$ cat config.mk
export PLATFORM = sky130hd
export DESIGN_NAME = mem_access_ctrl
export DESIGN_NICKNAME = d
export VERILOG_FILES = /design/src/rtl/mem_access_ctrl.sv
export SDC_FILE = /design/constraint.sdc
export NUM_CORES = 1
export LEC_CHECK = 0
export ABC_AREA = 1
export CAP_MARGIN = 40
export CORE_MARGIN = 10
export CORE_UTILIZATION = 40
export DETAILED_ROUTE_END_ITERATION = 8
export MAX_ROUTING_LAYER = met4
export PLACE_DENSITY = 0.65
export SLEW_MARGIN = 20
export SYNTH_ARGS = -nofsm -noshare
export SYNTH_HDL_FRONTEND = slang
export SYNTH_SLANG_ARGS = --single-unit
$ cat constraint.sdc
create_clock -name clk -period 7.4 [get_ports clk]
set_clock_uncertainty 0.2 [all_clocks]
set_input_delay 1.48 -clock clk [delete_from_list [all_inputs] [get_ports clk]]
set_output_delay 1.48 -clock clk [all_outputs]
set_load 0.05 [all_outputs]
$ cat src/rtl/mem_access_ctrl.sv
// Sequencer that turns one byte/word read or write request into the MAR/MDR
// strobe sequence of the SAP-2 memory block. Words are little-endian.
module mem_access_ctrl (
  input  logic        clk,
  input  logic        rst,
  input  logic        req,
  input  logic        we,
  input  logic        word,
  input  logic [15:0] addr,
  input  logic [15:0] wdata,
  input  logic [15:0] mem_data,
  output logic [15:0] bus_out,
  output logic        bus_oe,
  output logic        mar_load,
  output logic        mdr_load_bus,
  output logic        mdr_load_low,
  output logic        mdr_load_high,
  output logic        ram_write,
  output logic [15:0] rdata,
  output logic        busy,
  output logic        done
);

  typedef enum logic [3:0] {
    IDLE, R_ALO, R_LO, R_AHI, R_HI, R_CAP,
    W_ALO, W_DLO, W_WLO, W_AHI, W_DHI, W_WHI
  } state_t;

  typedef struct packed {
    logic        we;
    logic        word;
    logic [15:0] addr;
    logic [15:0] hi_addr;
    logic [15:0] wdata;
  } req_t;

  state_t state, nxt;
  req_t   lat;
  logic   done_nxt;
  logic [15:0] hi_addr;

  // 16-bit add wraps 16'hFFFF to 16'h0000 for the high byte of a word
  assign hi_addr = addr + 16'd1;

  always_ff @(posedge clk or posedge rst) begin
    if (rst) begin
      state <= IDLE;
      lat   <= '0;
      rdata <= '0;
      done  <= 1'b0;
    end else begin
      state <= nxt;
      done  <= done_nxt;
      if (state == IDLE && req)
        lat <= '{we: we, word: word, addr: addr, hi_addr: hi_addr, wdata: wdata};
      if (state == R_CAP)
        rdata <= lat.word ? mem_data : {8'h00, mem_data[7:0]};
    end
  end

  always_comb begin
    nxt           = state;
    done_nxt      = 1'b0;
    bus_out       = '0;
    bus_oe        = 1'b0;
    mar_load      = 1'b0;
    mdr_load_bus  = 1'b0;
    mdr_load_low  = 1'b0;
    mdr_load_high = 1'b0;
    ram_write     = 1'b0;
    case (state)
      IDLE: if (req) nxt = we ? W_ALO : R_ALO;
      R_ALO: begin
        bus_out = lat.addr; bus_oe = 1'b1; mar_load = 1'b1;
        nxt = R_LO;
      end
      R_LO: begin
        mdr_load_low = 1'b1;
        nxt = lat.word ? R_AHI : R_CAP;
      end
      R_AHI: begin
        bus_out = lat.hi_addr; bus_oe = 1'b1; mar_load = 1'b1;
        nxt = R_HI;
      end
      R_HI: begin
        mdr_load_high = 1'b1;
        nxt = R_CAP;
      end
      R_CAP: begin
        nxt = IDLE; done_nxt = 1'b1;
      end
      W_ALO: begin
        bus_out = lat.addr; bus_oe = 1'b1; mar_load = 1'b1;
        nxt = W_DLO;
      end
      W_DLO: begin
        bus_out = {8'h00, lat.wdata[7:0]}; bus_oe = 1'b1; mdr_load_bus = 1'b1;
        nxt = W_WLO;
      end
      W_WLO: begin
        ram_write = 1'b1;
        if (lat.word) nxt = W_AHI;
        else begin nxt = IDLE; done_nxt = 1'b1; end
      end
      W_AHI: begin
        bus_out = lat.hi_addr; bus_oe = 1'b1; mar_load = 1'b1;
        nxt = W_DHI;
      end
      W_DHI: begin
        bus_out = {8'h00, lat.wdata[15:8]}; bus_oe = 1'b1; mdr_load_bus = 1'b1;
        nxt = W_WHI;
      end
      W_WHI: begin
        ram_write = 1'b1;
        nxt = IDLE; done_nxt = 1'b1;
      end
      default: nxt = IDLE;
    endcase
  end

  assign busy = (state != IDLE);

endmodule

==> results.toml <==
[run]
max_cap_violations = 0

[grt]
grt_pass1_wl_mm = 16.3
grt_max_degree = 56
grt_usage_pct = 16.1
grt_antenna_before_repair = 0
overflow = 0
first_global_vias = 3147

[cells_and_area]
finalNetCount = 614
fillers = 825
area_growth_pct = 34.7
drive_above_1_share_pct = 5.67
regArea_um2 = 1750
finalNonFillerCells = 672
postLayoutCoreUtil_pct = 54.6
multi_input_area_um2 = 1480
antenna_cells = 0

[drt]
drc = 0
drt_pass1_iterations = 4
via_count = 3213
drt_wl_total_mm = 9.77
routed_via_density = 4.78
dr.first_iter.drc_count = 218
postRouteAntennaNets = 0
wl_per_cell_um = 14.5

[sta]
worst_pin_slew_ns = 0.535
period_share_pct = 58.5
worst_slack_ns = 3.07
post-route-min-period_ns = 4.33
max_freq_mhz = 231
rsz0062_at_grt = "false"
tns_ns = 0
drv_slew = 0
finalHoldViolations = 0
setup_viol_count_final = 0
slew_headroom_pct = 64.2

[die]
io_pins = 93
die_x_um = 114
dieArea_um2 = 12900
rows = 34
initial_core_util_pct = 40.6
core-area_um2 = 8640
die_h_um = 114

[logic_synthesis]
seq_area_frac_synth_pct = 50.0
syn_nets = 521
synthArstFlopShare_pct = 100
netlist_area_um2 = 3500
synth_cells = 467
synth_edf_count = 0
ys.warnings.count = 0
ys_ff_latch = 70
synth.avg_cell_area_um2 = 7.50
synth_cell_types = 31
synth_ff_type = "dfrtp_1"

[pwr]
power_frac_seq_pct = 30.7
finalPower_uw = 2170
p_clk_share_pct = 13.8
power.internal_uw = 1110
combinationalPowerShare_pct = 55.5
powerDensity_nw_per_um2 = 459
switching_share_pct = 48.9
leakage_uw = 0.00235
switchingPower_uw = 1060
peakVddDrop_mv = 0.328

[setup_path]
worst-path-max-fanout = 9
arrival_ns = 2.65
end_kind = "output pin"
required_ns = 5.72
critical_path_class = "reg2out"
cp-start-kind = "flip-flop"

[status]
status = "complete, no violations"

[clock_network]
clkTransAtPathRegs_ns = 0.07
cts_sinks = 70
htreeDepth = 3
cts_made_buffers = 9
cts_tree = "built"
ctsResizeCount = 0
clock_path_buffers = 2
cts_hold_buffers = 0
insertion_delay_ns = 0.34
post_cts_buffers = 0
cts_root_buf = "clkbuf_8"

[place]
placed_cells = 656
dp_hpwl_mm = 7.14
numPortBuffers = 92
place_ws_ns = 3.30
gp_congestion = 0.907

[hold_path]
hold_class = "reg2reg"
flip-flops by register name, indices dropped and copies added (netlist names):
signal  count
state       4
done        1
lat        49
rdata      16
worst paths after layout:
| path | startpoint | endpoint | slack [ns] | cells after the start |
|---|---|---|---|---|
| max | state[1]$_DFFE_PP0P_ | bus_out[8] | 3.07 | 7 |
| min | rdata[4]$_DFFE_PP0P_ | rdata[4]$_DFFE_PP0P_ | 0.27 | 2 |
| max reg2reg | state[0]$_DFFE_PP0P_ | lat[16]$_DFFE_PP0P_ | 5.01 | 5 |
| min reg2reg | rdata[4]$_DFFE_PP0P_ | rdata[4]$_DFFE_PP0P_ | 0.27 | 2 |
| max in group asynchronous | rst | lat[41]$_DFFE_PP0P_ | 5.13 | 4 |
| min in group asynchronous | rst | rdata[0]$_DFFE_PP0P_ | 1.31 | 3 |
layout make-up:
class / count / share of cell area (%)
flip-flops and latches: 70 / 37.1
multi-input cells: 331 / 31.4
repair buffers: 95 / 20.5
inverters: 53 / 4.27
clock buffers: 14 / 3.24
well taps: 108 / 2.86
clock inverters: 1 / 0.637
power groups by stage:
stage	clock, uW	sequential (uW)	combinational, uW
after floorplan	0	801	692
after global placement	0	666	1190
after detailed placement	0	672	1210
after CTS	306	666	1210
after global routing	331	691	1310
final	298	665	1200
Yosys cell counts, types with 2 or more instances:
cell / instances / area [um2]
nor3_1: 2 / 10.0
nand2_1: 198 / 743
nand3b_1: 3 / 22.5
nor2_1: 31 / 116
buf_2: 8 / 40.0
a21oi_1: 9 / 45.0
inv_1: 48 / 180
o21bai_1: 2 / 15.0
o21ai_0: 27 / 135
xor2_1: 4 / 35.0
nand3_1: 31 / 155
nor2_2: 3 / 18.8
o211ai_1: 3 / 22.5
nand4_1: 5 / 31.3
nand2_2: 3 / 18.8
dfrtp_1: 70 / 1750
inv_2: 4 / 15.0
nor2_4: 2 / 22.5
clkbuf_1: 2 / 7.51
logic make-up (layout without fill, tap and decap cells):
kind of cell | Yosys count | in the layout | synth area share, %
adder cells (fa/ha/maj) | 1 | 1 | 0.357
XOR/XNOR | 4 | 4 | 1.00
buffers and inverters | 66 | 163 | 7.75
AND/OR/NAND/NOR | 281 | 281 | 33.8
AO/OA/AOI/OAI | 45 | 45 | 7.11
flip-flops | 70 | 70 | 50.0
layer usage:
layer | GRT usage (%) | wire, um | up-vias
met2 | 24.2 | 4650 | 74
met5 | - | 0 | -
li1 | - | - | 1634
met3 | 3.04 | 406 | 6
met4 | 3.81 | 63 | 0
met1 | 22.0 | 4650 | 1499
layout by cell type (no fill, tap or decap), drive strengths merged, types with 4 or more instances in the layout:
master,count
a21oi,9
clkbuf,14
clkdlybuf4s50,92
dfrtp,70
inv,53
nand2,201
nand3,32
nand4,5
nor2,37
o21ai,28
xor2,4
metrics by stage:
stage | hold WS, ns | instance area (um2)
after floorplan | 0.249 | 3500
after global placement | 0.255 | 4500
after detailed placement | 0.258 | 4520
after CTS | 0.277 | 4710
after global routing | 0.303 | 4720
final | 0.271 | 4720
worst max-delay path, cell delays in order, from the launching register on:
cell and delay [ns]:
dfrtp_1 0.42, inv_1 0.12, nand2_2 0.12, o21ai_2 0.47, buf_6 0.22, nand2_1 0.05, o21ai_0 0.07, clkdlybuf4s50_1 0.83
No activity file was read; power rests on OpenSTA's default activity.
